File: config.mk
export PLATFORM = sky130hd
export DESIGN_NAME = hazard_scoreboard
export DESIGN_NICKNAME = d
export VERILOG_FILES = /design/src/rtl/hazard_scoreboard.sv
export SDC_FILE = /design/constraint.sdc
export NUM_CORES = 1
export LEC_CHECK = 0
export BUFFER_PORTS_ARGS = -buffer_cell sky130_fd_sc_hd__buf_2
export CAP_MARGIN = 20
export CORE_ASPECT_RATIO = 1.2
export CORE_MARGIN = 10
export CORE_UTILIZATION = 50
export DETAILED_ROUTE_END_ITERATION = 16
export HOLD_SLACK_MARGIN = 0.08
export PLACE_DENSITY = 0.72
export SYNTH_ARGS = -nofsm -noshare
export SYNTH_HDL_FRONTEND = slang
export SYNTH_SLANG_ARGS = --single-unit
File: constraint.sdc
create_clock -name clk -period 3.4 [get_ports clk]
set_clock_uncertainty 0.1 [all_clocks]
set_input_delay 0.17 -clock clk [delete_from_list [all_inputs] [get_ports clk]]
set_output_delay 0.17 -clock clk [all_outputs]
set_load 0.02 [all_outputs]
File: src/rtl/hazard_scoreboard.sv
// Register scoreboard for the 4-stage pipeline: per-register latency countdowns drive the
// front-end stall and E-stage bubble for variable-latency producers (ALU, load, MUL/DIV).
module hazard_scoreboard #(
  parameter int REG_SIZE = 5,
  parameter int NREGS    = 32,
  parameter int LAT_W    = 4,
  parameter int STAT_W   = 32
) (
  input  logic                clk,
  input  logic                reset,
  input  logic                validD,
  input  logic [REG_SIZE-1:0] raddr1D,
  input  logic [REG_SIZE-1:0] raddr2D,
  input  logic                use1D,
  input  logic                use2D,
  input  logic [REG_SIZE-1:0] rdD,
  input  logic                regWriteD,
  input  logic [LAT_W-1:0]    latD,
  input  logic                mcD,
  input  logic                flush,
  output logic                stallF,
  output logic                stallD,
  output logic                flushE,
  output logic [NREGS-1:0]    busy,
  output logic [STAT_W-1:0]   stall_cnt
);

  logic [LAT_W-1:0]    cnt_q [1:NREGS-1];
  logic [LAT_W-1:0]    cnt_d [1:NREGS-1];
  logic [LAT_W-1:0]    mc_cnt_q, mc_cnt_d;
  logic [REG_SIZE-1:0] last_rd_q, last_rd_d;
  logic                last_we_q, last_we_d;
  logic                last_mc_q, last_mc_d;
  logic [STAT_W-1:0]   stall_cnt_q, stall_cnt_d;

  logic [NREGS-1:0] busy_w;
  logic             raw1, raw2, waw, struct_haz, haz, issue, wr_en;
  logic [LAT_W-1:0] lat_m1;

  // x0 is never tracked, so its pending bit is a constant zero.
  assign busy_w[0] = 1'b0;
  for (genvar gi = 1; gi < NREGS; gi++) begin : g_busy
    assign busy_w[gi] = (cnt_q[gi] != '0);
  end

  assign raw1       = use1D & (raddr1D != '0) & busy_w[raddr1D];
  assign raw2       = use2D & (raddr2D != '0) & busy_w[raddr2D];
  assign waw        = regWriteD & (rdD != '0) & busy_w[rdD];
  assign struct_haz = mcD & (mc_cnt_q != '0);
  assign haz        = validD & ~flush & (raw1 | raw2 | waw | struct_haz);
  assign issue      = validD & ~haz & ~flush;
  assign wr_en      = issue & regWriteD & (rdD != '0);
  // Latency 0 behaves as 1: the result is forwardable on the very next cycle.
  assign lat_m1     = (latD == '0) ? '0 : latD - LAT_W'(1);

  always_comb begin
    for (int r = 1; r < NREGS; r++) begin
      cnt_d[r] = (cnt_q[r] != '0) ? cnt_q[r] - LAT_W'(1) : '0;
      if (flush && last_we_q && (last_rd_q == REG_SIZE'(r))) begin
        cnt_d[r] = '0;
      end else if (wr_en && (rdD == REG_SIZE'(r))) begin
        cnt_d[r] = lat_m1;
      end
    end

    mc_cnt_d = (mc_cnt_q != '0) ? mc_cnt_q - LAT_W'(1) : '0;
    if (flush && last_mc_q) begin
      mc_cnt_d = '0;
    end else if (issue && mcD) begin
      mc_cnt_d = lat_m1;
    end

    // issue is already low under flush, so the squashed record clears itself.
    last_we_d = wr_en;
    last_rd_d = rdD;
    last_mc_d = issue & mcD;

    stall_cnt_d = stall_cnt_q;
    if (haz && (stall_cnt_q != '1)) begin
      stall_cnt_d = stall_cnt_q + STAT_W'(1);
    end
  end

  always_ff @(posedge clk or negedge reset) begin
    if (!reset) begin
      for (int r = 1; r < NREGS; r++) begin
        cnt_q[r] <= '0;
      end
      mc_cnt_q    <= '0;
      last_rd_q   <= '0;
      last_we_q   <= 1'b0;
      last_mc_q   <= 1'b0;
      stall_cnt_q <= '0;
    end else begin
      for (int r = 1; r < NREGS; r++) begin
        cnt_q[r] <= cnt_d[r];
      end
      mc_cnt_q    <= mc_cnt_d;
      last_rd_q   <= last_rd_d;
      last_we_q   <= last_we_d;
      last_mc_q   <= last_mc_d;
      stall_cnt_q <= stall_cnt_d;
    end
  end

  // Gate with reset so a flush request cannot leak a bubble while held in reset.
  assign stallF    = reset & haz;
  assign stallD    = reset & haz;
  assign flushE    = reset & (haz | flush);
  assign busy      = busy_w;
  assign stall_cnt = stall_cnt_q;

endmodule
==> impl_summary.txt <==
----------------------------------------------------
[CTS]
  Number of levels in the clock H-tree ... 4
  Root buf cell ... sky130_fd_sc_hd__clkbuf_16
  TritonCTS clock tree ... yes
  Clock transition at the registers of the reported paths ... 60 ps
  Worst skew pair latency ... 430 ps
  Clock sink count ... 167
  Maximum root-to-sink buffer count ... 2
  Total CTS buffers ... 17

[Critical path]
  FF-to-FF Start ... cnt_q[92]
  Reg-to-Reg End ... cnt_q[51]
  Length in cells of the worst reg-to-reg path ... 12
  Slowest cell on the critical path ... sky130_fd_sc_hd__mux4_2
  CP Max Fanout ... 6
  Dominant delay contributor by cell family on the critical path ... simple AND/OR/NAND/NOR gates
  Data required time of the worst path ... about 3100 ps
  Minimum setup slack among reg-to-reg paths ... -50 ps
  Endpoint of the most critical setup path ... flushE
  Critical Path Start ... cnt_q[92]
  Cell count along the critical path ... 12
  Element type at the critical path end ... output pin
  Delay of the slowest cell on the worst path ... approximately 520 ps
  Critical setup path kind ... reg -> out
  Critical Path Start Type ... register
  Worst path bufs/invs ... 3
  Cell Chain, Critical Path ... inv_2 -> ha_4 -> or3b_4 -> mux4_2 -> nor4b_4 -> nor3_2 -> a31o_1 -> or2_4 -> buf_6 -> a21oi_2 -> nor2b_1 -> buf_4
  Arr. time, crit path ... 3250 ps

[Global routing]
  Largest net degree at the start of global routing ... 79
  Overall routing resource usage ... 22.9%
  Wire length of the first global-routing pass ... about 48 mm
  Vias in the first global route ... a little over 9000
  Global route total overflow ... 0
  Antenna violations before repair ... 2

[Power and ir drop]
  Areal power density over the cells ... just over 800 nW/µm²
  Maximum vdd ir drop ... 0.370 mV
  Static leakage power ... 5.80 nW
  Power consumption ... 0.0108 W

[Floorplanning]
  # rows ... 56
  DIE AREA ... 26200 µm²
  Die H ... 175 µm
  Die Width ... 149 µm
  Initial cell density of the core ... 51.1%
  Ports ... 94
  Core ar. ... 19700 µm²

[Routing]
  Drt first-iter violations ... 807
  Vias post-DR ... roughly 9200
  Mean number of vias per cell ... about 6.0
  Post-detailed-route DRC marker count ... 0
  Post-detailed-route wirelength per cell ... 20.4 µm
  Wire length reported by the detailed router ... 31.0 mm
  First drt pass iteration count ... 6
  Count of nets left with antenna violations after detail routing ... 0

[STA]
  Setup ws final ... -118 ps
  Setup repair after global routing missed its margin ... true
  Number of endpoints with negative hold slack in the final report ... 0
  Max-slew violation count ... 0
  Post-route fraction of the period consumed by the critical path ... 103%
  Relative slew slack ... 26.0%
  Total Negative Setup Slacks ... -767 ps
  Number of failing setup endpoints in the final timing report ... 31
  Highest attainable clock frequency ... 284 MHz
  Final min period ... approximately 3500 ps
  Slew at the pin with the worst max-slew slack ... 1100 ps

[Worst hold path]
  Hold wc startpoint ... flush
  Min-delay worst type ... in -> reg

[Job]
  Max-Cap Viols ... 0

[Finish]
  Share of post-route cells with drive strength above 1 ... 33.2%
  Synthesis-to-finish area growth ... 29.9%
  Net count of the finished layout ... 1329

[Synth]
  Syn avg cell area ... 9.57 µm²
  Post-synth top flop ... sky130_fd_sc_hd__dfrtp_1
  Area leader, netlist ... sky130_fd_sc_hd__dfrtp_1
  Post-synthesis sequential area ratio ... between 40% and 50%
  Most common library cells after synthesis ... sky130_fd_sc_hd__dfrtp_1, sky130_fd_sc_hd__nand2_1, sky130_fd_sc_hd__inv_1
  Number of storage elements in the synthesis netlist ... roughly 170
  Synth Net Count ... 1136
  Top area cells in the synthesized netlist ... sky130_fd_sc_hd__dfrtp_1, sky130_fd_sc_hd__ha_1, sky130_fd_sc_hd__xnor2_1, sky130_fd_sc_hd__o22ai_1, sky130_fd_sc_hd__nand2_1
  Top-area cell type share of the netlist area ... just over 40%
  Number of distinct library cells after synthesis ... 69
  Cells after synthesis ... 1051
  Yosys synthesis warning count ... 0
  Number of flops mapped to enable cells by yosys ... 0
  Post-Syn Area ... 10100 µm²
  Most common cell in the netlist ... sky130_fd_sc_hd__dfrtp_1
  Share of flip-flops with an asynchronous set or reset ... between 90% and 100%

[Status]
  Result of the run ... finished, violations left
  Violations in the final reports ... setup timing

[Place]
  Post-DP HPWL ... between 20 and 25 mm
  Worst setup slack after placement ... -90.8 ps
  Buffers on Ports ... 92
  Placer congestion estimate ... roughly 0.94

----------------------------------------------------
==> cells in the final DEF (no fill, tap or decap), types with 8 or more instances in the layout <==
cell	Yosys	final
sky130_fd_sc_hd__o21ai_2	0	13
sky130_fd_sc_hd__o32ai_1	18	11
sky130_fd_sc_hd__dfrtp_1	167	167
sky130_fd_sc_hd__o21ai_0	25	15
sky130_fd_sc_hd__buf_4	2	94
sky130_fd_sc_hd__or3b_4	0	13
sky130_fd_sc_hd__inv_2	0	18
sky130_fd_sc_hd__nand2_1	117	117
sky130_fd_sc_hd__a21oi_1	19	18
sky130_fd_sc_hd__inv_1	81	63
sky130_fd_sc_hd__nor3_1	50	49
sky130_fd_sc_hd__mux4_2	10	10
sky130_fd_sc_hd__mux2i_1	9	9
sky130_fd_sc_hd__clkbuf_16	0	21
sky130_fd_sc_hd__ha_1	58	49
sky130_fd_sc_hd__nand4_1	9	9
sky130_fd_sc_hd__or3_1	49	44
sky130_fd_sc_hd__nand3_1	28	27
sky130_fd_sc_hd__xnor2_1	53	52
sky130_fd_sc_hd__nand2b_1	12	12
sky130_fd_sc_hd__o22ai_2	20	66
sky130_fd_sc_hd__nor4_1	9	9
sky130_fd_sc_hd__buf_2	5	88
sky130_fd_sc_hd__dlygate4sd3_1	0	12
sky130_fd_sc_hd__a21o_1	22	22
sky130_fd_sc_hd__o22ai_1	73	26
sky130_fd_sc_hd__nor2_1	44	44
sky130_fd_sc_hd__nor3b_1	10	8
==> per-stage QoR <==
stage / instances / hold WS (ps) / utilization, % / instance area (µm²)
after CTS: 1502 / 83.3 / 63.1 / 12400
after floorplan: 1051 / -226 / - / 10100
final: 1519 / 108 / 66.3 / 13100
after global placement: 1440 / -45.5 / 57.4 / 11300
after detailed placement: 1440 / -47.1 / 57.4 / 11300
after global routing: 1518 / 113 / 66.3 / 13100
==> what timing repair did <==
action,in CTS,in global routing
resized for setup,51,105
cloned,2,3
setup endpoints to repair,34,144
endpoints found under the hold margin,113,0
hold buffers,12,0
pin swaps,11,17
setup buffers,17,11
==> logic make-up after synthesis <==
group	share of synthesized area (%)
other	0.0373
xor gates and xnor gates	5.14
muxes	3.70
AOI/OAI and AO/OA	14.9
and+or+nand+nor	22.0
buffers and inverters	5.41
DFF	41.6
adders and majority gates	7.22
==> worst min-delay path by stage <==
stage	slack, ps	cells after the start	to
floorplan	-230	0	cnt_q[0]
global placement	-50	1	stall_cnt[4]
detailed placement	-50	1	stall_cnt[4]
CTS	80	3	mc_cnt_q[2]
global route	110	3	mc_cnt_q[2]
finish	110	3	mc_cnt_q[2]
==> report_power, final <==
part | switching, W | leakage, nW | total, W | internal [W]
clock | 0.000813 | 0.293 | 0.00197 | 0.00116
sequential | 0.000578 | 2.08 | 0.00336 | 0.00278
combinational | 0.00264 | 3.42 | 0.00548 | 0.00284
total | 0.00403 | 5.80 | 0.0108 | 0.00678
==> sequential cells by signal, summed over array words and instances (netlist names) <==
| signal | count |
|---|---|
| last_rd_q | 5 |
| last_we_q | 1 |
| cnt_q | 124 |
| stall_cnt | 32 |
| last_mc_q | 1 |
| mc_cnt_q | 4 |
==> metal layers <==
layer  routed length [µm]  track usage (%)  vias to the layer above
met2                15100             37.6                      403
met5                   13                0                        -
met4                 1220             9.01                        2
met1                12400             28.8                     4479
met3                 2350             4.86                       96
li1                     -                -                     4194
==> layout make-up <==
type                            instances  area [µm²]
Fill cell                            1487        6630
Tap cell                              261         327
Antenna cell                            2        5.00
Timing Repair Buffer                  217        1690
Inverter                               81         304
Clock buffer                           22         484
Multi-Input combinational cell        760        5960
Clock inverter                          9         116
Sequential cell                       167        4180
==> worst min-delay path, delay by kind of cell <==
| kind | cells | cell delay [ps] |
|---|---|---|
| buf+inv | 1 | 180 |
| compound gates | 1 | 70 |
| simple gates | 1 | 180 |
No activity file was read; power rests on OpenSTA's default activity.
